$ cat src/rtl/control_unit.sv
// Hardwired fetch/execute sequencer driving the datapath control strobes.
// Define CU_HALT_EN to build the HALT state for opcode 11011.
module control_unit #(
  parameter int OPW  = 5,
  parameter int CNTW = 16
) (
  input  logic            clock,
  input  logic            reset_n,
  input  logic [31:0]     IR,
  input  logic            mem_ready,
  output logic            PCout,
  output logic            Zlowout,
  output logic            MDRout,
  output logic            MARin,
  output logic            Zin,
  output logic            PCin,
  output logic            MDRin,
  output logic            IRin,
  output logic            Yin,
  output logic            IncPC,
  output logic            Read,
  output logic            ADD,
  output logic            SUB,
  output logic            AND,
  output logic            OR,
  output logic            Gra,
  output logic            Grb,
  output logic            Grc,
  output logic            Rin,
  output logic            Rout,
  output logic            Run,
  output logic [CNTW-1:0] instr_count
);

  localparam logic [OPW-1:0] OP_ADD  = OPW'(5'b00011);
  localparam logic [OPW-1:0] OP_SUB  = OPW'(5'b00100);
  localparam logic [OPW-1:0] OP_AND  = OPW'(5'b00101);
  localparam logic [OPW-1:0] OP_OR   = OPW'(5'b00110);
`ifdef CU_HALT_EN
  localparam logic [OPW-1:0] OP_HALT = OPW'(5'b11011);
`endif

  typedef enum logic [3:0] {
    S_RST,
    S_T0,
    S_T1,
    S_T2,
    S_T3,
    S_T4,
    S_T5,
    S_T6
`ifdef CU_HALT_EN
    , S_HALT
`endif
  } state_t;

  typedef struct packed {
    logic pc_out;
    logic zlow_out;
    logic mdr_out;
    logic mar_in;
    logic z_in;
    logic pc_in;
    logic mdr_in;
    logic ir_in;
    logic inc_pc;
    logic read;
    logic alu_add;
    logic alu_sub;
    logic alu_and;
    logic alu_or;
    logic gra;
    logic grc;
    logic rin;
    logic rout;
    logic run;
  } ctrl_t;

  state_t          state_q, state_d;
  ctrl_t           ctrl_q, ctrl_d;
  logic [CNTW-1:0] instr_count_q, instr_count_d;

  logic [OPW-1:0]  opcode;
  logic            is_alu_op;
  logic            in_t4_alu;
  logic            retire;
  logic            unused_ir_bits;

  assign opcode         = IR[31 -: OPW];
  assign unused_ir_bits = ^IR[31-OPW:0];
  assign is_alu_op      = (opcode == OP_ADD) || (opcode == OP_SUB) ||
                          (opcode == OP_AND) || (opcode == OP_OR);

  // IR is only loaded at the end of T3, so the T4 operand fetch must follow
  // the live opcode rather than a strobe registered while still in T3.
  assign in_t4_alu = (state_q == S_T4) && is_alu_op;
  assign retire    = (state_q == S_T6) || ((state_q == S_T4) && !is_alu_op);

  always_comb begin
    // NOTE: default first so every path assigns the variable and no latch is inferred.
    state_d = state_q;
    case (state_q)
      S_RST: state_d = S_T0;
      S_T0:  state_d = S_T1;
      S_T1:  state_d = S_T2;
      S_T2:  state_d = mem_ready ? S_T3 : S_T2;
      S_T3:  state_d = S_T4;
      S_T4: begin
        if (is_alu_op) begin
          state_d = S_T5;
`ifdef CU_HALT_EN
        end else if (opcode == OP_HALT) begin
          state_d = S_HALT;
`endif
        end else begin
          state_d = S_T0;
        end
      end
      S_T5:  state_d = S_T6;
      S_T6:  state_d = S_T0;
`ifdef CU_HALT_EN
      S_HALT: state_d = S_HALT;
`endif
      default: state_d = S_RST;
    endcase
  end

  // Strobes are decoded from the state being entered so they appear right after the edge.
  always_comb begin
    ctrl_d = '0;
    case (state_d)
      S_T0: begin
        ctrl_d.pc_out = 1'b1;
        ctrl_d.mar_in = 1'b1;
        ctrl_d.inc_pc = 1'b1;
        ctrl_d.z_in   = 1'b1;
        ctrl_d.run    = 1'b1;
      end
      S_T1: begin
        ctrl_d.zlow_out = 1'b1;
        ctrl_d.pc_in    = 1'b1;
        ctrl_d.run      = 1'b1;
      end
      S_T2: begin
        ctrl_d.read   = 1'b1;
        ctrl_d.mdr_in = 1'b1;
        ctrl_d.run    = 1'b1;
      end
      S_T3: begin
        ctrl_d.mdr_out = 1'b1;
        ctrl_d.ir_in   = 1'b1;
        ctrl_d.run     = 1'b1;
      end
      S_T4: ctrl_d.run = 1'b1;
      S_T5: begin
        ctrl_d.grc     = 1'b1;
        ctrl_d.rout    = 1'b1;
        ctrl_d.z_in    = 1'b1;
        ctrl_d.run     = 1'b1;
        ctrl_d.alu_add = (opcode == OP_ADD);
        ctrl_d.alu_sub = (opcode == OP_SUB);
        ctrl_d.alu_and = (opcode == OP_AND);
        ctrl_d.alu_or  = (opcode == OP_OR);
      end
      S_T6: begin
        ctrl_d.zlow_out = 1'b1;
        ctrl_d.gra      = 1'b1;
        ctrl_d.rin      = 1'b1;
        ctrl_d.run      = 1'b1;
      end
      default: ctrl_d = '0;
    endcase
  end

  always_comb begin
    instr_count_d = instr_count_q + CNTW'(retire);
  end

  always_ff @(posedge clock or negedge reset_n) begin
    if (!reset_n) begin
      state_q       <= S_RST;
      ctrl_q        <= '0;
      instr_count_q <= '0;
    end else begin
      // NOTE: non-blocking so every flop samples the pre-edge values of the others.
      state_q       <= state_d;
      ctrl_q        <= ctrl_d;
      instr_count_q <= instr_count_d;
    end
  end

  assign PCout       = ctrl_q.pc_out;
  assign Zlowout     = ctrl_q.zlow_out;
  assign MDRout      = ctrl_q.mdr_out;
  assign MARin       = ctrl_q.mar_in;
  assign Zin         = ctrl_q.z_in;
  assign PCin        = ctrl_q.pc_in;
  assign MDRin       = ctrl_q.mdr_in;
  assign IRin        = ctrl_q.ir_in;
  assign Yin         = in_t4_alu;
  assign IncPC       = ctrl_q.inc_pc;
  assign Read        = ctrl_q.read;
  assign ADD         = ctrl_q.alu_add;
  assign SUB         = ctrl_q.alu_sub;
  assign AND         = ctrl_q.alu_and;
  assign OR          = ctrl_q.alu_or;
  assign Gra         = ctrl_q.gra;
  assign Grb         = in_t4_alu;
  assign Grc         = ctrl_q.grc;
  assign Rin         = ctrl_q.rin;
  assign Rout        = ctrl_q.rout | in_t4_alu;
  assign Run         = ctrl_q.run;
  assign instr_count = instr_count_q;

endmodule
$ cat config.mk
export PLATFORM = sky130hd
export DESIGN_NAME = control_unit
export DESIGN_NICKNAME = d
export VERILOG_FILES = /design/src/rtl/control_unit.sv
export SDC_FILE = /design/constraint.sdc
export NUM_CORES = 1
export LEC_CHECK = 0
export CORE_UTILIZATION = 39
export DETAILED_ROUTE_END_ITERATION = 16
export PLACE_DENSITY = 0.83
export RECOVER_POWER = 25
export REMOVE_ABC_BUFFERS = 1
export SYNTH_ARGS = -nofsm -noshare
export SYNTH_HDL_FRONTEND = slang
export SYNTH_SLANG_ARGS = --single-unit
$ cat constraint.sdc
create_clock -name clock -period 2.6 [get_ports clock]
set_input_delay 0.52 -clock clock [delete_from_list [all_inputs] [get_ports clock]]
set_output_delay 0.52 -clock clock [all_outputs]
set_load 0.1 [all_outputs]
Word level (Yosys, flattened, before mapping)
Cells that the tools add are included.
Word-level totals
  memory bits (writable): 0
  memories kept: 0
  bits in read-only memories: 0
  output and inout bits: 37
  logic and storage cells: 60
  input bits: 35
  bits in latches: 0
  flip-flop bits (word level): 33
Operators by class
  reductions and logical operators: 12
  divide/modulo/power cells: 0
  eq/ne operators: 18
  muxes and demuxes: 13
  shift-type cells: 0
  bitwise gates (word level): 1
  add/subtract/negate cells: 1
  order comparisons: 0
  multipliers: 0
Operators with widths (count)
  $eq A4 B3 Y1 const B: 8
  $pmux W3 S7: 1
  $add A16 B1 Y16: 1
  $eq A4 B2 Y1 const B: 4
  $eq A5 B3 Y1 const B: 3
  $mux W1: 9
  $eq A4 B1 Y1 const B: 2
  $reduce_or A7 Y1: 1
  $mux W3: 2
  $reduce_or A2 Y1: 3
  $eq A5 B2 Y1 const B: 1
  $logic_not A4 Y1: 1
  $logic_or A1 B1 Y1: 4
  $mux W4: 1
  $logic_and A1 B1 Y1: 2
  $logic_not A1 Y1: 1
  $or A1 B1 Y1: 1

Logic depth before layout (Yosys ltp)
  word-level depth: 9
  mapped depth: 10
  depth with buffers taken out: 9

Least setup slack after synthesis
Ideal clock, no wire load.
  kind: input -> output
  start point: input port IR[29]
  end point: output port Rout
  cell stages on the path: 4
  arrival time: 3.694 ns
  data required time: 2.080 ns
  setup slack: -1.614 ns
  path buffers: 0
  cell sequence: and3b_1 -> o21ai_1 -> nor3_1 -> or2_2
Between the ends
  longest elaborated chain between the ends: 6
  elaborated cells on any way between the ends: 9
  those cells by class: 4 x eq/ne; 1 x bitwise; 4 x reduce/logical
RTL lines
  start: declaration: RTL line 9  | input logic [31:0] IR,
  $eq A5 B2 Y1 or $eq A5 B3 Y1 (tied branches): RTL line 91  | assign is_alu_op = (opcode == OP_ADD) || (opcode == OP_SUB) ||
  $logic_or A1 B1 Y1 (2 in a row): RTL line 91
  $logic_or A1 B1 Y1 *: RTL line 92  | (opcode == OP_AND) || (opcode == OP_OR);
  $logic_and A1 B1 Y1 *: RTL line 96  | assign in_t4_alu = (state_q == S_T4) && is_alu_op;
  via Grb: RTL line 27  | output logic Grb,
  $or A1 B1 Y1 *: RTL line 211  | assign Rout = ctrl_q.rout | in_t4_alu;
  end: declaration: RTL line 30  | output logic Rout,
The timed path passes the listed nets; every way through them passes the cells marked *.

Worst setup path in the final report
  start point: input port IR[28]
  end point: output port Rout
Between the ends
  longest elaborated chain between the ends: 6
  elaborated cells on any way between the ends: 9
  those cells by class: 4 x eq/ne; 1 x bitwise; 4 x reduce/logical
RTL lines (RTL line)
  $eq A5 B2 Y1 or $eq A5 B3 Y1 (tied branches): 91
  $logic_or A1 B1 Y1 (2 in a row): 91
  $logic_or A1 B1 Y1 *: 92
  $logic_and A1 B1 Y1 *: 96
  $or A1 B1 Y1 *: 211
Mark *: on every way between the ends. The rest lies on a longest branch, timed or not.

==> reports/results.txt <==
CTS Hold Bufs = 0
routability cong. = 0.799
Power Density = 1150 nW/µm²
Yosys top cell area share = 0.587
largest cells by area after synthesis = dfrtp_1 59%, xnor2_1 5.8%, buf_4 3.3%
CP required = 2080 ps
Avg Cell Area, Syn = 11.8 µm²
CP max FO = 4
synth unique cells = 38
Via Count = 1015
failing checks = capacitance limit, slew limit
final max-slew violation count = 33
Core Util, Final = 0.563
Syn Inst Count = 116
Tightest Hold Check Type = reg2reg
core region area = 3340 µm²
Initial DRC Count = 20
die area = 3740 µm²
measured slew at the worst slew-check pin = 1660 ps
Placed Cells incl. Taps = 205
Max IR drop VDD = 0.323 mV
FP Rows = 21
htree depth = 2
CTS buffer count = 5
clk root buf = clkbuf_4
RSZ-0062 raised after global routing = false
Clk Latency, worst-skew pair = 320 ps
Setup Crit Path Kind = in2out
Final Critical Period = 2510 ps
fin crit share = 0.965
wire per inst = 11.8 µm
# diodes = 0
FMAX = 399 MHz
Cell Area, Synth = 1360 µm²
Die X = 61.1 µm
Via density = 4.77
status = finished with violations
CP Launch Type = input pin
CP Capture Type = output pin
Fin Hold WS = 471 ps
Async S/R FF share, synth = 1.00
Post-synth EDFFs = 0
register area share after synthesis = 0.587
share of cells above drive strength 1 = 0.365
# DRC = 0
post-CTS setup buffer count = 0
fin area = 1880 µm²
Area growth syn-to-layout = 37.7%
fin cells = 213
synth cell count leaders = 32 x dfrtp_1, 9 x xnor2_1, 8 x nor2_1, 7 x nand2_1
initial antenna violation count = 0
most common cell in the netlist = dfrtp_1
io pins = 72
Synth Warn # = 0
Clock Path Buffers = 2
Worst R2R Setup Slack = 750 ps
DP HPWL = 1940 µm
clock sinks = 32
final count of negative-setup-slack endpoints = 0
Final ANT Viol Nets = 0
initial core utilization = 0.409
Setup Skew = 10.0 ps
Tot Pwr = 2.17 mW
Synth Flop Type = dfrtp_1
cts repair resizes = 0
CTS tree = done
leakage = 0.953 nW
CP arrival = 1990 ps
Post-DP Area = 1810 µm²
gr ovfl total = 0
clk slew on worst S/H paths = 90 ps
largest net degree at the start of global routing = 33
worst slew margin relative to its limit = -0.110
vias in the first global route = 916
Port Buffers = 44
Synth area leader = dfrtp_1
die height = 61.1 µm
All-Layer GR Usage = 0.154
Fin. Hold Viols = 0
final wirelength = 2520 µm
maxcap violations = 1
fin nets = 203
First-pass DRT Iterations = 4
Largest register FFs = 16
Synth Register Bits = 32
first-pass GRT wire length = 3970 µm
layout make-up:
cell class              instances  area (µm²)
fillers                       303        1460
clock buffers                   8        58.8
well taps                      46        57.6
repair buffers                 52         444
multi-input cells              72         505
flip-flops and latches         32         801
inverters                       3        11.3
per-stage QoR:
stage	TNS, ps	setup slack [ps]
final	0	91.1
after global routing	0	17.2
after CTS	0	29.0
after detailed placement	0	10.3
after global placement	0	45.6
after floorplan	-9370	-3730
routing by layer:
layer  global-route usage  wire length [µm]  vias up
li1                     -                 -      484
met1                0.161              1020      488
met2                0.258              1260       36
met3               0.0693               179        7
met4               0.0877                63        0
met5                    0                 0        -
power by group:
group          switching, mW  total (mW)  internal, mW
sequential             0.119       0.720         0.601
clock                  0.152       0.285         0.133
combinational          0.921        1.16         0.241
worst max-delay path, cell delays in order:
cell and delay (ps):
clkdlybuf4s50_1 460, and3b_1 210, o21ai_2 130, buf_4 140
nor3_2 40, or2_2 310, buf_12 170
worst paths after layout:
check,from,endpoint,depth (start not counted)
worst max-delay path,IR[28],Rout,7
min in group asynchronous,reset_n,instr_count[3],2
max in group asynchronous,reset_n,state_q[1],2
worst min register to register,instr_count[15],instr_count[15],1
worst min-delay path,instr_count[15],instr_count[15],1
worst max register to register,state_q[2],instr_count[14],7
cells in the final DEF, fill, tap and decap left out, types with 2 or more instances in the layout:
master,count
or2_2,2
dfrtp_1,32
inv_1,3
buf_4,41
a21oi_1,2
nor2_1,8
xnor2_1,9
nand4_1,2
clkdlybuf4s50_1,5
clkbuf_1,3
xor2_1,5
nor3_1,2
nand2b_1,2
o21ai_0,3
ha_1,2
clkbuf_4,5
buf_12,3
nand3_1,6
nand2_1,7
cell families after synthesis:
family	share of synthesized area
AO/OA/AOI/OAI	0.0440
buffers and inverters	0.0514
XOR/XNOR	0.0899
flip-flops	0.587
other	0.00275
AND/OR/NAND/NOR	0.206
adder cells (fa/ha/maj)	0.0183
(Power assumes the default switching activity.)
